===== config.mk =====
export PLATFORM = sky130hd
export DESIGN_NAME = fifo_wr_arbiter_flat
export DESIGN_NICKNAME = d
export VERILOG_FILES = /design/src/rtl/fifo_wr_arbiter_if.sv /design/src/rtl/fifo_wr_arbiter.sv /design/src/flat_wrapper.sv
export SDC_FILE = /design/constraint.sdc
export NUM_CORES = 1
export LEC_CHECK = 0
export CAP_MARGIN = 20
export CORE_MARGIN = 5
export CORE_UTILIZATION = 45
export CTS_BUF_LIST = sky130_fd_sc_hd__clkbuf_16
export CTS_CLUSTER_SIZE = 40
export DETAILED_ROUTE_END_ITERATION = 7
export DONT_BUFFER_PORTS = 1
export GPL_TIMING_DRIVEN = 0
export PLACE_DENSITY_LB_ADDON = 0.05
export SLEW_MARGIN = 20
export SYNTH_ARGS = -nofsm -noshare
export SYNTH_HDL_FRONTEND = slang
export SYNTH_SLANG_ARGS = --single-unit

===== constraint.sdc =====
create_clock -name clk -period 2.7 [get_ports clk]
set_input_delay 0.27 -clock clk [delete_from_list [all_inputs] [get_ports clk]]
set_output_delay 0.27 -clock clk [all_outputs]
set_load 0.02 [all_outputs]

===== src/rtl/fifo_wr_arbiter_if.sv =====
// Handshake bundle between the producers, the write arbiter and the FIFO write port.
// The arbiter takes the slave side; the producer/FIFO environment takes the master side.
interface fifo_wr_arbiter_if #(
    parameter int WIDTH   = 8,
    parameter int NUM_REQ = 4
);
    logic [NUM_REQ-1:0]       req_valid;
    logic [NUM_REQ*WIDTH-1:0] req_data;
    logic [NUM_REQ-1:0]       req_ready;
    logic                     fifo_full;
    logic                     fifo_write;
    logic [WIDTH-1:0]         fifo_data;
    logic [NUM_REQ-1:0]       grant;
    logic                     busy;

    modport slave (
        input  req_valid, req_data, fifo_full,
        output req_ready, fifo_write, fifo_data, grant, busy
    );

    modport master (
        output req_valid, req_data, fifo_full,
        input  req_ready, fifo_write, fifo_data, grant, busy
    );
endinterface


===== src/rtl/fifo_wr_arbiter.sv =====
// Round-robin arbiter sharing one FIFO write port among NUM_REQ producers,
// with bursts bounded to MAX_BURST words and full-flag backpressure.
module fifo_wr_arbiter #(
    parameter int WIDTH     = 8,
    parameter int NUM_REQ   = 4,
    parameter int MAX_BURST = 4
) (
    input logic              clk,
    input logic              reset,
    fifo_wr_arbiter_if.slave bus
);
    localparam int LIDX = $clog2(NUM_REQ);
    localparam int BW   = $clog2(MAX_BURST) + 1;

    typedef enum logic {
        IDLE,
        GRANT
    } state_t;

    state_t             r_state;
    logic [NUM_REQ-1:0] r_grant;
    logic [LIDX-1:0]    r_last_idx;
    logic [BW-1:0]      r_burst_cnt;

    logic [WIDTH-1:0]   w_words [NUM_REQ];
    logic               w_found;
    logic [LIDX-1:0]    w_pick;
    logic               w_busy;
    logic               w_gvalid;
    logic               w_last_beat;
    logic [NUM_REQ-1:0] w_ready;

    for (genvar i = 0; i < NUM_REQ; i++) begin : g_words
        assign w_words[i] = bus.req_data[i*WIDTH +: WIDTH];
    end

    // Search starts just past the last winner, so it drops to lowest priority.
    always_comb begin
        logic [LIDX-1:0] v_idx;
        v_idx   = '0;
        w_found = 1'b0;
        w_pick  = '0;
        for (int k = 1; k <= NUM_REQ; k++) begin
            v_idx = LIDX'((int'(r_last_idx) + k) % NUM_REQ);
            if (!w_found && bus.req_valid[v_idx]) begin
                w_found = 1'b1;
                w_pick  = v_idx;
            end
        end
    end

    assign w_busy      = (r_state == GRANT);
    assign w_gvalid    = bus.req_valid[r_last_idx];
    assign w_last_beat = (r_burst_cnt == BW'(MAX_BURST - 1));
    assign w_ready     = (w_busy && !bus.fifo_full) ? r_grant : '0;

    assign bus.req_ready  = w_ready;
    assign bus.fifo_write = |(bus.req_valid & w_ready);
    assign bus.fifo_data  = w_busy ? w_words[r_last_idx] : '0;
    assign bus.grant      = r_grant;
    assign bus.busy       = w_busy;

    always_ff @(posedge clk or posedge reset) begin
        if (reset) begin
            r_state     <= IDLE;
            r_grant     <= '0;
            r_last_idx  <= LIDX'(NUM_REQ - 1);
            r_burst_cnt <= '0;
        end else begin
            unique case (r_state)
                IDLE: begin
                    if (w_found) begin
                        r_state     <= GRANT;
                        r_grant     <= {{(NUM_REQ-1){1'b0}}, 1'b1} << w_pick;
                        r_last_idx  <= w_pick;
                        r_burst_cnt <= '0;
                    end
                end
                GRANT: begin
                    // A full FIFO only stalls; it never ends the burst.
                    if (!w_gvalid || (!bus.fifo_full && w_last_beat)) begin
                        r_state     <= IDLE;
                        r_grant     <= '0;
                        r_burst_cnt <= '0;
                    end else if (!bus.fifo_full) begin
                        r_burst_cnt <= r_burst_cnt + 1'b1;
                    end
                end
                default: begin
                    r_state <= IDLE;
                    r_grant <= '0;
                end
            endcase
        end
    end
endmodule


===== src/flat_wrapper.sv =====
// flat-port wrapper written by rule: the top's interface ports become plain ports
module fifo_wr_arbiter_flat 
#(
    parameter int WIDTH     = 8,
    parameter int NUM_REQ   = 4,
    parameter int MAX_BURST = 4
)
  (clk, reset, bus_req_valid, bus_req_data, bus_fifo_full, bus_req_ready, bus_fifo_write, bus_fifo_data, bus_grant, bus_busy);
  fifo_wr_arbiter_if #(.WIDTH(WIDTH), .NUM_REQ(NUM_REQ)) bus_i ();
  input logic clk;
  input logic reset;
  input wire logic [$bits(bus_i.req_valid)-1:0] bus_req_valid;
  input wire logic [$bits(bus_i.req_data)-1:0] bus_req_data;
  input wire logic [$bits(bus_i.fifo_full)-1:0] bus_fifo_full;
  output wire logic [$bits(bus_i.req_ready)-1:0] bus_req_ready;
  output wire logic [$bits(bus_i.fifo_write)-1:0] bus_fifo_write;
  output wire logic [$bits(bus_i.fifo_data)-1:0] bus_fifo_data;
  output wire logic [$bits(bus_i.grant)-1:0] bus_grant;
  output wire logic [$bits(bus_i.busy)-1:0] bus_busy;
  assign bus_i.req_valid = bus_req_valid;
  assign bus_i.req_data = bus_req_data;
  assign bus_i.fifo_full = bus_fifo_full;
  assign bus_req_ready = bus_i.req_ready;
  assign bus_fifo_write = bus_i.fifo_write;
  assign bus_fifo_data = bus_i.fifo_data;
  assign bus_grant = bus_i.grant;
  assign bus_busy = bus_i.busy;
  fifo_wr_arbiter #(.WIDTH(WIDTH), .NUM_REQ(NUM_REQ), .MAX_BURST(MAX_BURST)) u_core (.clk(clk), .reset(reset), .bus(bus_i));
endmodule

==> metrics.cfg <==
[clocking]
cts.path.max_buffers=2
clk_latency_ns=0.23
cts.sinks=10
clkTransAtPathRegs_ns=0.04
htreeDepth=1
cts_made_buffers=3
cts_root_buffer=clkbuf_16
tritoncts=built
cts_resized=0

[setup_path]
critPathArrivalTime_ns=1.87
reg2reg_to=u_core.r_burst_cnt[1]$_DFFE_PP0P_
r2r_start=u_core.r_last_idx[1]$_DFFE_PP1P_
worstSetupStartpointType=register
r2r_slack_ns=0.98
required_ns=2.43
path_max_fanout=10
end_kind=output port
rr_worst_depth=5
crit_type=reg -> out

[sta]
hold_viol=0
final.period_utilization=0.791
rsz0062_at_grt=false
tns_ns=0
fin_crit_ns=2.14
fmax_mhz=468
skew_ns=0.00266
tightest_slew_ns=0.465
slew_violations=0
slew_headroom=0.691
finalSetupViolCount=0

[finish]
antenna_cells=0
nets=125
layout.cells.non_filler=110
area_delta_synth_final_pct=14.0
nFillCells=173
drive_gt1_frac=0.277

[synthesis]
syn_area_per_cell_um2=11.2
synth_largest_area_cell=mux4_2
synthDistinctLibCells=29
synth_top_area_share=0.232
synthCells=78
yosysMostFrequentCell=and2_1
synth_nets=119
ys_ff_latch=10
ys.flop_type=dfrtp_1
synth_warnings=0
synth_edf_count=0
synth-async-reset-ratio=1.00
synthTopCellsByCount=and2_1 (12), mux4_2 (9), dfrtp_1 (8), nand2b_1 (6), a32o_1 (4)
netlist_top_cells_area=mux4_2 (23%), dfrtp_1 (23%), and2_1 (8.6%)
ys_seq_area_frac=0.289
syn_area_um2=875

[routing]
drt_first_pass_iters=3
vias=668
drt_wl_total_um=2020
wl_per_cell_um=18.3
drtAntennaViolNets=0
drt_iter0_drc=11
routed_via_density=6.07
drc=0

[floorplanning]
initial_core_util=0.460
fp.dieW_um=54.1
die_h_um=54.1
num_io_pins=57
dieArea_um2=2930
fp-row-count=16
core_area_um2=1900

[hold_path]
holdCritStartpoint=bus_req_valid[2]
holdPathStages=2
min_path_type=in -> reg
min_to=u_core.bus.busy$_DFF_PP0_

[grt]
grt_usage=0.145
grt_max_degree=11
top_usage_layer=met2
grt_use_met3=0.0582
antenna_found_initial=0
grt_pass1_wl_um=2970
grt_pass1_vias=619
gr-usage-met1=0.181
met2_usage=0.226
gr-total-overflow=0

[run]
max_cap_violations=0

[power]
vdd_ir_drop_max_mv=0.621
p_per_area_nw_per_um2=1230
p_leak_nw=0.394

[placement]
gp_congestion=0.761
io_buffers=0
dpl.cell_count=105
hpwl_um=1630

[status]
status=finished, final reports clean

[power breakdown]
part	switching, mW	internal, mW
registers	0.113	0.217
logic	0.355	0.287
clock network	0.0658	0.194
total	0.533	0.698
[cells in the final DEF (no fill, tap or decap)]
cell type | Yosys | layout
nor4_2 | 1 | 1
o21ai_0 | 2 | 2
a21oi_1 | 3 | 3
clkbuf_16 | 0 | 3
inv_1 | 3 | 3
clkbuf_1 | 1 | 1
a21o_1 | 1 | 1
and2_1 | 12 | 12
a31o_2 | 1 | 1
nand3_2 | 1 | 1
dfrtp_1 | 8 | 8
dfstp_2 | 2 | 2
nand3b_1 | 1 | 1
o2bb2ai_1 | 2 | 2
mux2i_1 | 2 | 2
dlygate4sd3_1 | 0 | 1
nor2_1 | 2 | 2
buf_6 | 1 | 1
mux2_2 | 1 | 1
nor2b_1 | 2 | 2
o221ai_1 | 1 | 1
mux4_2 | 9 | 9
clkinv_1 | 0 | 1
a22oi_1 | 2 | 2
nor3b_2 | 1 | 1
nand2b_1 | 6 | 6
nand2_1 | 3 | 3
a31oi_1 | 1 | 1
nand2_4 | 1 | 1
a32o_1 | 4 | 4
ha_1 | 2 | 2
buf_2 | 2 | 2
[cell type report]
| cell class | count | area [µm²] | share of cell area |
|---|---|---|---|
| multi-input combinational | 61 | 586 | 0.587 |
| sequential | 10 | 253 | 0.253 |
| clock buffer | 3 | 75.1 | 0.0753 |
| tap | 27 | 33.8 | 0.0339 |
| buffer | 4 | 25.0 | 0.0251 |
| inverter | 3 | 11.3 | 0.0113 |
| timing repair buffer | 1 | 10.0 | 0.0100 |
| clock inverter | 1 | 3.75 | 0.00376 |
[registers in the layout, indices dropped and copies added, names as in the netlist]
| name | flops |
|---|---|
| u_core.bus.busy | 1 |
| u_core.r_last_idx | 2 |
| u_core.bus.grant | 4 |
| u_core.r_burst_cnt | 3 |
[how the worst max path moves through the flow]
stage | from | end | slack (ns)
2_1_floorplan | u_core.r_last_idx[0]$_DFFE_PP1P_ | bus_fifo_data[0] | 0.90
3_3_place_gp | u_core.r_last_idx[0]$_DFFE_PP1P_ | bus_fifo_data[0] | 0.81
3_5_place_dp | u_core.r_last_idx[0]$_DFFE_PP1P_ | bus_fifo_data[5] | 0.80
4_1_cts | u_core.r_last_idx[0]$_DFFE_PP1P_ | bus_fifo_data[5] | 0.55
5_1_grt | u_core.r_last_idx[0]$_DFFE_PP1P_ | bus_fifo_data[4] | 0.47
6_report | u_core.r_last_idx[0]$_DFFE_PP1P_ | bus_fifo_data[4] | 0.56
[metrics by stage]
| step | hold slack, ns | area, µm² | util | power (mW) | setup slack (ns) |
|---|---|---|---|---|---|
| after CTS | 0.250 | 997 | 0.524 | 1.24 | 0.554 |
| final | 0.250 | 997 | 0.524 | 1.23 | 0.564 |
| after detailed placement | 0.167 | 908 | 0.478 | 0.980 | 0.800 |
| after floorplan | 0.109 | 875 | - | 0.880 | 0.902 |
| after global routing | 0.269 | 997 | 0.524 | 1.31 | 0.468 |
| after global placement | 0.162 | 908 | 0.478 | 0.971 | 0.812 |
[critical path, stage by stage (launching register included)]
cell and delay [ns]:
dfstp_2 0.56, buf_2 0.29, mux4_2 0.53, and2_1 0.24
[per-layer routing]
layer  up-vias  share of wire
met5         -              0
met4         0         0.0055
met3         2          0.086
met2        22           0.51
met1       331           0.40
li1        313              -
[kinds of logic (layout without fill, tap and decap cells)]
group	count (synthesis)	after routing	synth area share
DFF	10	10	0.289
muxes	12	12	0.268
adders and majority gates	2	2	0.0286
and+or+nand+nor	30	30	0.226
buffers and inverters	7	12	0.0415
AOI/OAI and AO/OA	17	17	0.147
[repair_timing]
item	CTS	global route
hold buffers	1	0
hold endpoints to repair	8	0
setup buffers	0	0
Power figures use the tool's default switching activity.
